===== src/rtl/branch_resolver.sv =====
// branch_resolver: execute-side check of fetch-stage branch predictions.
//
// Fetch pushes each instruction's prediction into a small in-order queue;
// execute pops the oldest entry with the resolved outcome. A mismatch in
// predicted next PC (or a PC desync) flushes the queue and raises a
// one-cycle registered redirect. Every resolved conditional branch also
// produces a one-cycle training strobe for the predictor.
//
// Ports:
//   clk, rst            clock, synchronous active-high reset
//   f_valid/f_ready     fetch push handshake
//   f_PC, f_found, f_pred_take, f_pred_address   pushed prediction
//   e_valid             execute pops oldest entry with its outcome
//   e_PC, e_is_branch, e_taken, e_target         resolved outcome
//   redirect, redirect_pc                        one-cycle flush + new PC
//   upd_valid, upd_pc, upd_target, upd_taken     predictor training
//   branch_cnt, mispred_cnt                      saturating statistics
//   underflow           sticky: e_valid arrived with an empty queue

module branch_resolver #(
    parameter int DEPTH = 4,
    parameter int CNT_W = 16
) (
    input  logic             clk,
    input  logic             rst,
    input  logic             f_valid,
    output logic             f_ready,
    input  logic [31:0]      f_PC,
    input  logic             f_found,
    input  logic             f_pred_take,
    input  logic [31:0]      f_pred_address,
    input  logic             e_valid,
    input  logic [31:0]      e_PC,
    input  logic             e_is_branch,
    input  logic             e_taken,
    input  logic [31:0]      e_target,
    output logic             redirect,
    output logic [31:0]      redirect_pc,
    output logic             upd_valid,
    output logic [31:0]      upd_pc,
    output logic [31:0]      upd_target,
    output logic             upd_taken,
    output logic [CNT_W-1:0] branch_cnt,
    output logic [CNT_W-1:0] mispred_cnt,
    output logic             underflow
);

    localparam int AW = $clog2(DEPTH);
    localparam logic [AW:0]      PTR_ONE = 1;
    localparam logic [CNT_W-1:0] CNT_ONE = 1;

    // Queue storage; contents are only meaningful between the pointers.
    logic [31:0] pc_mem_q    [DEPTH];
    logic [31:0] pc_mem_d    [DEPTH];
    logic        found_mem_q [DEPTH];
    logic        found_mem_d [DEPTH];
    logic        take_mem_q  [DEPTH];
    logic        take_mem_d  [DEPTH];
    logic [31:0] addr_mem_q  [DEPTH];
    logic [31:0] addr_mem_d  [DEPTH];

    // Pointers carry an extra wrap bit to tell full from empty.
    logic [AW:0] wr_ptr_q, wr_ptr_d;
    logic [AW:0] rd_ptr_q, rd_ptr_d;

    logic        redirect_q, redirect_d;
    logic [31:0] redirect_pc_q, redirect_pc_d;
    logic        upd_valid_q, upd_valid_d;
    logic [31:0] upd_pc_q, upd_pc_d;
    logic [31:0] upd_target_q, upd_target_d;
    logic        upd_taken_q, upd_taken_d;
    logic [CNT_W-1:0] branch_cnt_q, branch_cnt_d;
    logic [CNT_W-1:0] mispred_cnt_q, mispred_cnt_d;
    logic        underflow_q, underflow_d;

    logic        active;
    logic        empty;
    logic        full;
    logic        ev;
    logic        pop;
    logic        push;
    logic        mispred;
    logic        upd;
    logic [AW-1:0] rd_idx;
    logic [AW-1:0] wr_idx;
    logic [31:0] ent_pc;
    logic        ent_found;
    logic        ent_take;
    logic [31:0] ent_addr;
    logic [31:0] pred_next;
    logic [31:0] act_next;

    // Queue status and mispredict detection.
    always_comb begin
        // During the redirect cycle both sides are on the wrong path.
        active = !redirect_q;
        empty  = (wr_ptr_q == rd_ptr_q);
        full   = (wr_ptr_q[AW] != rd_ptr_q[AW]) &&
                 (wr_ptr_q[AW-1:0] == rd_ptr_q[AW-1:0]);
        rd_idx = rd_ptr_q[AW-1:0];
        wr_idx = wr_ptr_q[AW-1:0];

        // A full queue is never empty, so e_valid frees a slot.
        f_ready = active && (!full || e_valid);
        ev      = active && e_valid;
        pop     = ev && !empty;
        push    = active && f_valid && (!full || e_valid);

        // Empty queue: behave as if the entry had no prediction.
        ent_pc    = empty ? e_PC : pc_mem_q[rd_idx];
        ent_found = !empty && found_mem_q[rd_idx];
        ent_take  = !empty && take_mem_q[rd_idx];
        ent_addr  = empty ? 32'd0 : addr_mem_q[rd_idx];

        pred_next = (ent_found && ent_take) ? ent_addr
                                            : ent_pc + 32'd4;
        act_next  = (e_is_branch && e_taken) ? e_target
                                             : e_PC + 32'd4;

        mispred = ev && ((pred_next != act_next) || (ent_pc != e_PC));
        upd     = ev && e_is_branch;
    end

    // Next-state computation.
    always_comb begin
        pc_mem_d    = pc_mem_q;
        found_mem_d = found_mem_q;
        take_mem_d  = take_mem_q;
        addr_mem_d  = addr_mem_q;
        wr_ptr_d    = wr_ptr_q;
        rd_ptr_d    = rd_ptr_q;

        if (mispred) begin
            // Flush; a same-cycle push is wrong-path and is dropped.
            wr_ptr_d = '0;
            rd_ptr_d = '0;
        end else begin
            if (push) begin
                pc_mem_d[wr_idx]    = f_PC;
                found_mem_d[wr_idx] = f_found;
                take_mem_d[wr_idx]  = f_pred_take;
                addr_mem_d[wr_idx]  = f_pred_address;
                wr_ptr_d            = wr_ptr_q + PTR_ONE;
            end
            if (pop) begin
                rd_ptr_d = rd_ptr_q + PTR_ONE;
            end
        end

        redirect_d    = mispred;
        redirect_pc_d = mispred ? act_next : 32'd0;

        upd_valid_d  = upd;
        upd_pc_d     = upd ? e_PC : 32'd0;
        upd_target_d = upd ? e_target : 32'd0;
        upd_taken_d  = upd && e_taken;

        branch_cnt_d = branch_cnt_q;
        if (upd && (branch_cnt_q != '1)) begin
            branch_cnt_d = branch_cnt_q + CNT_ONE;
        end
        mispred_cnt_d = mispred_cnt_q;
        if (mispred && (mispred_cnt_q != '1)) begin
            mispred_cnt_d = mispred_cnt_q + CNT_ONE;
        end

        underflow_d = underflow_q || (ev && empty);
    end

    // Queue data needs no reset: it is only read between the pointers.
    always_ff @(posedge clk) begin
        pc_mem_q    <= pc_mem_d;
        found_mem_q <= found_mem_d;
        take_mem_q  <= take_mem_d;
        addr_mem_q  <= addr_mem_d;
    end

    always_ff @(posedge clk) begin
        if (rst) begin
            wr_ptr_q      <= '0;
            rd_ptr_q      <= '0;
            redirect_q    <= 1'b0;
            redirect_pc_q <= '0;
            upd_valid_q   <= 1'b0;
            upd_pc_q      <= '0;
            upd_target_q  <= '0;
            upd_taken_q   <= 1'b0;
            branch_cnt_q  <= '0;
            mispred_cnt_q <= '0;
            underflow_q   <= 1'b0;
        end else begin
            wr_ptr_q      <= wr_ptr_d;
            rd_ptr_q      <= rd_ptr_d;
            redirect_q    <= redirect_d;
            redirect_pc_q <= redirect_pc_d;
            upd_valid_q   <= upd_valid_d;
            upd_pc_q      <= upd_pc_d;
            upd_target_q  <= upd_target_d;
            upd_taken_q   <= upd_taken_d;
            branch_cnt_q  <= branch_cnt_d;
            mispred_cnt_q <= mispred_cnt_d;
            underflow_q   <= underflow_d;
        end
    end

    assign redirect    = redirect_q;
    assign redirect_pc = redirect_pc_q;
    assign upd_valid   = upd_valid_q;
    assign upd_pc      = upd_pc_q;
    assign upd_target  = upd_target_q;
    assign upd_taken   = upd_taken_q;
    assign branch_cnt  = branch_cnt_q;
    assign mispred_cnt = mispred_cnt_q;
    assign underflow   = underflow_q;

endmodule

===== config.mk =====
export PLATFORM = sky130hd
export DESIGN_NAME = branch_resolver
export DESIGN_NICKNAME = d
export VERILOG_FILES = /design/src/rtl/branch_resolver.sv
export SDC_FILE = /design/constraint.sdc
export NUM_CORES = 1
export LEC_CHECK = 0
export ABC_AREA = 1
export ABC_CLOCK_PERIOD_IN_PS = 6330
export CAP_MARGIN = 15
export CORE_UTILIZATION = 30
export DETAILED_ROUTE_END_ITERATION = 6
export GPL_ROUTABILITY_DRIVEN = 0
export HOLD_SLACK_MARGIN = 0.03
export PLACE_DENSITY_LB_ADDON = 0.2
export SYNTH_ARGS = -nofsm -noshare
export SYNTH_HDL_FRONTEND = slang
export SYNTH_SLANG_ARGS = --single-unit

===== constraint.sdc =====
create_clock -name clk -period 6.33 [get_ports clk]
set_input_delay 0.9495 -clock clk [delete_from_list [all_inputs] [get_ports clk]]
set_output_delay 0.9495 -clock clk [all_outputs]
set_load 0.02 [all_outputs]

* Yosys cells after proc, flatten, opt, wreduce, memory -nomap -nowiden *
Index checks and enable logic that the tools add are counted.
W data, S select, Z words.

cells by class
  add/subtract/negate cells = 6
  magnitude comparators = 3
  equality and inequality tests = 7
  muxes and demuxes = 24
  bitwise operators = 4
  reductions and logical operators = 27

operator list
  cell                     number
  $mux W32                 9
  $bwmux W128              2
  $bmux W32 S2             2
  $add A32 B3 Y32 const B  2
  $demux W32 S2            1
  $ne A32 B32 Y1           2
  $add A16 B1 Y16 const B  2
  $ne A16 B16 Y1 const B   2
  $logic_and A1 B1 Y1      17
  $bwmux W4                2
  $add A3 B1 Y3 const B    2
  $ge A3 B3 Y1 const B     2
  $not A2 Y3               2
  $reduce_or A2 Y1         3
  $mux W1                  5
  $bmux W1 S2              2
  $eq A3 B3 Y1             1
  $logic_not A1 Y1         3
  $logic_or A1 B1 Y1       3
  $lt A3 B1 Y1 const B     1
  $demux W1 S2             1
  $eq A2 B2 Y1             1
  $not A1 Y1               2
  $reduce_and A2 Y1        1
  $ne A1 B1 Y1             1

word-level totals
  bits in registers = 402
  input bits = 136

* Depth between registers and ports, before layout *
Gate-level depths: netlist of run 1.

  depth after elaboration = 12
  depth in mapped cells = 31
  depth with buffers taken out = 28

* Worst setup path after synthesis of run 1 *
No wires, ideal clock.

  path kind = input to register
  start point = in e_PC[4]
  end point = reg addr_mem_q[0] in the netlist's numbering (enable)
  data arrival time = 6.215 ns
  required time = 5.818 ns
  setup slack = -0.397 ns
  cell stages on the path = 20
  buffers on the path = 2
  cell sequence = clkbuf_2 > nand3_1 > nor2_1 > nand2_1 > nor2_1 > nand4_1 > nor2_1 > nand2_1 > xor2_1 > nand2_1 > nand2_1 > nand3_1 > nand2_1 > nand2_1 > nor2_1 > nand2_1 > nor2_2 > nand2_4 > buf_6 > a21oi_1

between the ends
  word-level cells in the longest chain between the ends = 8
  elaborated cells between the ends (all ways) = 11

RTL lines
  element                        line  source
  from (decl)                    33    input logic [31:0] e_PC,
  $mux W32                       110   ent_pc = empty ? e_PC : pc_mem_q[rd_idx];
  $add A32 B3 Y32                116   : ent_pc + 32'd4;
  $mux W32                       115   pred_next = (ent_found && ent_take) ? ent_addr
  $ne A32 B32 Y1                 120   mispred = ev && ((pred_next != act_next) || (ent_pc != e_PC));
  $logic_or A1 B1 Y1 *           120
  $logic_and A1 B1 Y1 *          120
  $not A1 Y1 (no line) *         --
  $reduce_and A2 Y1 (no line) *  --
  to (signal assigned)           175   addr_mem_q <= addr_mem_d;
  to (decl)                      59    logic [31:0] addr_mem_q [DEPTH];

Every way passes the cells marked *; elsewhere a longest branch is shown, timed or not.
A chain may end at the register's enable or synchronous reset.

* Worst setup path after layout of run 1 *
  start point = reg rd_ptr_q[1]
  end point = reg addr_mem_q[66] in the netlist's numbering (enable)

between the ends
  word-level cells in the longest chain between the ends = 12
  elaborated cells between the ends (all ways) = 33

RTL lines
  element                                                              line      source
  from (decl)                                                          64        logic [AW:0] rd_ptr_q, rd_ptr_d;
  from (signal assigned)                                               193       rd_ptr_q <= rd_ptr_d;
  $not A2 Y3 (not written as such)                                     --
  $bmux W32 S2 (tied with other cells)                                 110
  $mux W32 (not written as such) (tied with other cells) (2 in a row)  110
  $mux W32 (tied with other cells)                                     110
  $add A32 B3 Y32 / $logic_and A1 B1 Y1 (equally long branches)        116, 115
  $mux W32                                                             115
  $ne A32 B32 Y1                                                       120
  $logic_or A1 B1 Y1                                                   120
  $logic_and A1 B1 Y1                                                  120
  $not A1 Y1 (no line)                                                 --
  $reduce_and A2 Y1 (no line) *                                        --

Every way passes the cells marked *; elsewhere a longest branch is shown, timed or not. The select of a mux whose other input is x is not followed.

==> out/metrics.cfg, run 1 <==
[status]
status = completed

[logic_synthesis]
syn_inst = 2497
synth_nets = 2642
syn_avg_cell_area_um2 = 8.01
synth.most_common_cell = nand2_1
synthArstFlopShare_pct = 0
synth_ff_type = edfxtp_1
synth_edf_count = 264
synth_seq_cells = 402
synth_top_area_share_pct = 39.6
synthTopCellsByCount = nand2_1 (722), nor2_1 (364), inv_1 (273), edfxtp_1 (264), nand3_1 (253)
synth.area.top_cells = edfxtp_1 (40%), dfxtp_1 (14%), nand2_1 (14%), nor2_1 (6.8%), nand3_1 (6.3%)
synthesis.area_um2 = 20000
ys_warn_count = 0
synth.distinct_cells = 41
yosysSeqAreaShare_pct = 53.5
synth_top_area_cell = edfxtp_1

[floorplanning]
die_h_um = 260
initial_core_util_pct = 30.4
fp.dieW_um = 260
io_pins = 269
die_area_um2 = 67700
rows = 94
coreArea_um2 = 65900

[clock_network]
clk_latency_ns = 0.58
cts_buffers = 46
cts_buffer_depth = 3
postCtsSetupBuffers = 0
clkSlewWorstSetupHoldPaths_ns = 0.06
hold_buffers = 0
cts-resized-gates = 0
clock_sinks = 402
htree_levels = 2
cts_tree = done
cts-root-buf = clkbuf_16

[finish]
multi_input_area_um2 = 7680
register_area_um2 = 10700
nNetsFinal = 2879
area_delta_synth_final_pct = 24.7
drive_above_1_share_pct = 5.52
final_area_um2 = 24900
n_antenna_cell = 0
fillers = 6711

[timing]
worstMarginPinSlew_ns = 1.01
final.min_clock_period_ns = 5.17
hold_viol = 0
grt_setup_unrepaired = false
finalSetupViolations = 0
finalCritPeriodShare_pct = 81.6
slew_headroom_pct = 32.8
fmax_ghz = 0.194
finalSetupTns_ns = 0
skew_ns = 0.0196
slew_viol_final = 0

[pwr]
power.density_nw_per_um2 = 265
power.leakage_nw = 10.3
peakVddDrop_mv = 0.154
power.total_mw = 6.60

[routing]
vias = 17930
drc = 0
drt-wirelength-per-cell_um = 19.8
routed_wl_um = 72100
first_pass_iters = 5
drt_iter0_markers = 1880
ant_nets = 0
vias_per_cell = 4.93

[global_routing]
grt_pass1_wl_um = 108000
grt_max_degree = 67
grt_pass1_vias = 17203
track_usage_pct = 21.2
antenna_found_initial = 2
grt_overflow = 0

[setup_path]
critical_path_class = flip-flop to flip-flop
worstPathMaxFanout = 47
end_kind = flip-flop
cp.arrival_ns = 5.37
critPathRequiredTime_ns = 6.53
setup.worst_path.start_class = flip-flop

[flow_run]
max-cap-violations = 0

[placed_design]
port_buffers = 268
dpl_cell_area_um2 = 23500
hpwl_um = 53700

[min_path]
hp-class = flip-flop to flip-flop

## report_power, final
group	switching [mW]	internal, mW	leakage (nW)	total [mW]
Clock	1.07	1.51	0.727	2.58
Sequential	0.0283	2.86	3.52	2.89
Combinational	0.775	0.355	6.09	1.13
## area by class of cell
| type | count | area share, % |
|---|---|---|
| Inverter | 281 | 4.23 |
| Multi-Input combinational cell | 1700 | 30.8 |
| Clock buffer | 63 | 5.17 |
| Sequential cell | 402 | 42.9 |
| Tap cell | 864 | 4.33 |
| Timing Repair Buffer | 303 | 11.9 |
| Clock inverter | 21 | 0.692 |
## state kept, by name, indices dropped and copies added, names as in the netlist, 16 cells and up
name	flops
mispred_cnt	16
addr_mem_q	128
branch_cnt	16
redirect_pc	32
upd_target	32
upd_pc	32
pc_mem_q	128
## through the flow
stage          instances  util [%]  hold WS [ns]  setup WS (ns)
2_1_floorplan       2497         -         0.457         0.0189
3_3_place_gp        3550      35.6         0.469          0.824
3_5_place_dp        3550      35.6         0.459          0.804
4_1_cts             3634      37.9         0.473           1.29
5_1_grt             3634      37.9         0.516          0.796
6_report            3634      37.9         0.477           1.16
## critical path, cell delays in order, from the launching register on
cell and delay, ns:
dfxtp_2 0.34, inv_2 0.38, nand2_1 0.10, nand2_1 0.14, buf_4 0.49, nand4_1 0.19
nand2_1 0.14, ha_1 0.22, nand3_2 0.14, nor2_2 0.28, nand2_1 0.24, nor2_4 0.19
nand2_1 0.06, nand2_1 0.06, nand3_1 0.15, nand2_1 0.12, xor2_1 0.18, nand3_1 0.11
nor2_2 0.16, nand2_4 0.07, nand2_2 0.12, nand2_1 0.20, nor2_4 0.15, buf_4 0.47
## per-layer routing
layer | GRT usage [%] | up-vias | wire, um
li1 | - | 8625 | -
met1 | 27.9 | 8511 | 30900
met2 | 35.3 | 685 | 33800
met3 | 3.98 | 105 | 5430
met4 | 5.99 | 4 | 1860
met5 | 0 | - | 31
## cell usage in the layout, fill, tap and decap left out, types with 6 or more instances in the layout
master and instances:
inv_2 6, clkbuf_1 10, inv_1 272, nor2_4 6, o21ai_0 112, nand3_1 253
buf_4 33, edfxtp_1 264, clkdlybuf4s50_1 268, dfxtp_1 136, nand3b_1 9, ha_1 9
o21ai_1 8, nand2_1 721, nand4_1 84, nor3_1 23, xor2_1 20, nor4_1 7
nor2_1 360, clkinv_1 6, or2_2 9, clkbuf_16 47, clkinv_2 10, a21oi_1 19
o221ai_1 14, nor2_2 11
## kinds of logic after synthesis
kind of cell,count (synthesis),synth area share (%)
AO/OA/AOI/OAI,171,4.71
AND/OR/NAND/NOR,1498,31.9
flip-flops,402,53.5
buffers and inverters,395,8.34
XOR/XNOR,22,1.06
adder cells (fa/ha/maj),9,0.563
## path summary, 6_finish.rpt
check	slack (ns)	depth (start not counted)	to	start
max	1.16	23	addr_mem_q[66]	rd_ptr_q[1]
min	0.48	1	underflow	underflow
max reg2reg	1.16	23	addr_mem_q[66]	rd_ptr_q[1]
min reg2reg	0.48	1	underflow	underflow
(Power assumes the default switching activity.)
==> run 2: changes to the inputs <==
Settings changed: ABC_CLOCK_PERIOD_IN_PS 6330 to 5400.
Clock period 6.33 ns to 5.4 ns, I/O delays scaled along.
==> run 2 against run 1 <==
Die area did not move. Sequential power increased by 17%. Highest routed layer unchanged. Worst hold slack got worse by 0.0080 ns. Maximum frequency grew 5.2%. Clock skew up 0.0015 ns. Cell count up 0.41%. Sequential cell count is the same.
==> out/metrics.cfg, run 2 (same netlist as run 1, synthesis figures left out) <==
[routing]
routed_wl_um = 72000
drc = 0
met1_length_um = 31000
vias = 17751
wl_met3_um = 5560
wl_met2_um = 34000
drt-wirelength-per-cell_um = 19.7
top_layer = met5
ant_nets = 0
vias_per_cell = 4.86
drt_iter0_markers = 1671
first_pass_iters = 7

[placed_design]
hpwl_um = 53600
port_buffers = 268
dpl_cell_area_um2 = 23700
place_ws_ns = 0.285

[clock_network]
htree_levels = 2
cts-root-buf = clkbuf_16
cts_buffers = 46
clkSlewWorstSetupHoldPaths_ns = 0.06
hold_buffers = 0
postCtsSetupBuffers = 0
clk_latency_ns = 0.59
cts_tree = done
cts-resized-gates = 0
cts_buffer_depth = 3
clock_sinks = 402

[finish]
nNetsFinal = 2892
layout_common_cells = nand2_1 (721), nor2_1 (360), inv_1 (272)
post-route-util_pct = 38.4
layout_commonest_cell = nand2_1
area_delta_synth_final_pct = 26.5
fillers = 6759
final_area_um2 = 25300
n_antenna_cell = 0
register_area_um2 = 10700
drive_above_1_share_pct = 6.18
reg.largest.list = addr_mem_q x128, pc_mem_q x128
multi_input_area_um2 = 7680

[flow_run]
max-cap-violations = 0

[setup_path]
end_kind = flip-flop
cp.arrival_ns = 5.17
setup.worst_path.start_class = flip-flop
r2r_cells = 19
critPathRequiredTime_ns = 5.65
critical_path_class = flip-flop to flip-flop
worstPathMaxFanout = 38

[min_path]
holdPathStages = 1
hp-class = flip-flop to flip-flop

[floorplanning]
io_pins = 269
initial_core_util_pct = 30.4
coreArea_um2 = 65900
fp.dieW_um = 260
rows = 94
die_h_um = 260
die_area_um2 = 67700

[timing]
final.min_clock_period_ns = 4.91
slew_viol_final = 0
finalSetupViolations = 0
layout_setup_ws_ns = 0.488
slew_headroom_pct = 33.4
hold_viol = 0
fmax_ghz = 0.204
skew_ns = 0.0211
worstMarginPinSlew_ns = 0.998
grt_setup_unrepaired = false
finalCritPeriodShare_pct = 91.0
fin_hold_ws_ns = 0.469

[global_routing]
grt_pass1_wl_um = 106000
grt_overflow = 0
antenna_found_initial = 1
grt_max_degree = 64
grt_pass1_vias = 16863
track_usage_pct = 21.0

[pwr]
peakVddDrop_mv = 0.208
power.density_nw_per_um2 = 316
power.total_mw = 8.01
power.leakage_nw = 10.5

[status]
status = completed

run 2: changes by cell type in the layout (fill, tap and decap cells not counted), moves of 4 or more:
cell,change
clkbuf_8,+5
buf_12,+8
buf_4,+5
clkinv_2,-4
run 2: final cells by class:
type	instances	area share [%]
sequential	402	42.3
multi-input combinational	1700	30.3
timing repair buffer	316	12.5
clock buffer	69	5.62
tap	864	4.27
inverter	281	4.17
clock inverter	17	0.791
run 2: where the power goes:
group          leakage (nW)  internal (mW)  switching [mW]
registers              3.52           3.36          0.0330
logic                  6.18          0.433           0.913
clock network         0.801           1.98            1.29
run 2: worst paths after layout:
kind	slack [ns]	endpoint	startpoint
worst max-delay path	0.49	pc_mem_q[60]	rd_ptr_q[0]
worst min-delay path	0.47	underflow	underflow
worst max register to register	0.49	pc_mem_q[60]	rd_ptr_q[0]
worst min register to register	0.47	underflow	underflow
run 2: critical path: stages (launching register included):
cell and delay (ns):
dfxtp_4 0.64, buf_4 0.37, nand3_1 0.11, nand3_1 0.24, nand3_1 0.48, inv_2 0.40
buf_4 0.39, o221ai_1 0.30, nand2_1 0.20, nor2_1 0.05, nor2_1 0.08, nand2_1 0.06
nor2_1 0.10, nand2_1 0.10, nor2_2 0.14, nand2_4 0.09, nand2_2 0.07, nand2_1 0.18
nor2_4 0.20, buf_12 0.26
run 2: per-layer routing:
metal	vias to the layer above	track usage [%]
li1	8643	-
met1	8356	27.6
met2	664	35.0
met3	86	4.23
met4	2	5.64
met5	-	0
run 2: per-stage QoR:
step / setup TNS, ns / std cells
2_1_floorplan: -152.77 / 2497
3_3_place_gp: 0 / 3563
3_5_place_dp: 0 / 3563
4_1_cts: 0 / 3649
5_1_grt: 0 / 3649
6_report: 0 / 3649
==> run 3: changes to the inputs <==
Settings changed: GPL_TIMING_DRIVEN from default to 0.
==> run 3 against run 2 <==
Final area increased by 1.1%. Critical path depth up 2. Cell count grew 2.0%. Worst hold slack gained 0.020 ns. Maximum frequency shrank 4.9%. Core utilization is 0.43 points higher. Via count grew 4.4%. Sequential cell count unchanged. Wire length rose by 6.4%.
==> out/metrics.cfg, run 3 (same netlist as run 1, synthesis figures left out) <==
[placed_design]
place_inst = 3633
hpwl_um = 59600
dpl_cell_area_um2 = 24000
port_buffers = 261

[global_routing]
grt_pass1_vias = 17611
antenna_found_initial = 14
grt_pass1_wl_um = 112000
track_usage_pct = 22.4
grt_overflow = 0
grt_max_degree = 27

[setup_path]
critPathMostFrequentCell = nand2_1
crit_path_max_incr_delay_ns = 0.75
worstPathCellList = clkdlybuf4s50_1 > nand2_1 > nor3_1 > nand4_1 > nor2_1 > nand2_1 > xor2_1 > nand2_1 > nand2_1 > nand3_1 > nand2_1 > nand2_1 > nor2_1 > nand2_1 > nor2_2 > nand2_4 > nand2_2 > nand2_1 > nor2_4 > buf_12 > buf_12
end_kind = flip-flop
cp.arrival_ns = 5.43
critical_path_class = input port to flip-flop
setup.worst_path.start_class = input port
critPathTopFamily = simple AND/OR/NAND/NOR gates
cp_slowest_cell = clkdlybuf4s50_1
worstPathMaxFanout = 25
critPathBufInv = 3
critPathRequiredTime_ns = 5.66

[floorplanning]
io_pins = 269
coreArea_um2 = 65900
initial_core_util_pct = 30.4
die_area_um2 = 67700
fp.dieW_um = 260
die_h_um = 260
rows = 94

[clock_network]
cts_buffers = 46
htree_levels = 2
clock_sinks = 402
cts_tree = done
cts-root-buf = clkbuf_16
clkSlewWorstSetupHoldPaths_ns = 0.06
cts_buffer_depth = 3
clk_latency_ns = 0.58
hold_buffers = 0

[routing]
vias = 18533
wl_met3_um = 7090
top_layer = met5
ant_nets = 0
drt-wirelength-per-cell_um = 20.6
routed_wl_um = 76600
vias_per_cell = 4.98
met1_length_um = 31900
wl_met2_um = 35000
first_pass_iters = 7
drc = 0
drt_iter0_markers = 1913

[timing]
skew_ns = 0.0182
final.min_clock_period_ns = 5.16
fmax_ghz = 0.194
hold_viol = 0
slew_headroom_pct = 38.7
finalSetupTns_ns = 0
finalCritPeriodShare_pct = 95.6
worstMarginPinSlew_ns = 0.919
finalSetupViolations = 0
grt_setup_unrepaired = false
slew_viol_final = 0

[finish]
drive_above_1_share_pct = 7.35
reg.largest.list = addr_mem_q x128, pc_mem_q x128
fin_cells = 3723
area_delta_synth_final_pct = 27.9
layout_common_cells = nand2_1 (722), nor2_1 (361), inv_1 (273)
layout_commonest_cell = nand2_1
final_area_um2 = 25600
fillers = 6638
nNetsFinal = 2967

[pwr]
peakVddDrop_mv = 0.200
power.density_nw_per_um2 = 311
power.leakage_nw = 10.7

[status]
status = completed

[flow_run]
max-cap-violations = 0

[min_path]
hp-class = flip-flop to flip-flop

run 3: metrics by stage:
step	power (mW)	utilization, %	hold slack, ns	setup slack [ns]
final	7.96	38.8	0.489	0.237
after global routing	8.25	38.8	0.528	0.0770
after CTS	7.99	38.8	0.499	0.0867
after detailed placement	4.82	36.4	0.485	-0.973
after global placement	4.80	36.0	0.470	-5.42
after floorplan	4.23	-	0.457	-0.772
run 3: layout make-up:
cell class	instances	area (um2)	area share [%]
flip-flops and latches	402	10700	41.8
repair buffers	277	2910	11.4
diodes	2	5.00	0.0196
plain buffers	114	612	2.39
clock inverters	19	198	0.773
multi-input cells	1700	7680	30.0
inverters	281	1050	4.12
clock buffers	64	1350	5.29
well taps	864	1080	4.23
run 3: power by group:
part,leakage (nW),internal (mW),switching (mW)
Sequential,3.52,3.36,0.0260
Combinational,6.41,0.444,0.955
Clock,0.757,1.90,1.28
run 3: path summary, 6_finish.rpt:
path                    start         endpoint  slack, ns  cells past startpoint
setup / recovery     e_PC[15]  addr_mem_q[125]       0.24                     21
hold / removal      underflow        underflow       0.49                      1
setup reg to reg  rd_ptr_q[0]  addr_mem_q[125]       0.32                     22
hold reg to reg     underflow        underflow       0.49                      1
run 3: layer usage:
metal	global-route usage, %	vias to the layer above
li1	-	8804
met5	0	-
met4	7.46	22
met3	5.43	163
met1	29.2	8695
met2	36.3	849
run 3: timing repair:
action	4_1_cts	5_1_grt
buffers inserted	4	1
cloned	0	0
resized for setup	0	4
pin swaps	3	1
hold endpoints to repair	0	0
endpoints found under the setup margin	117	180
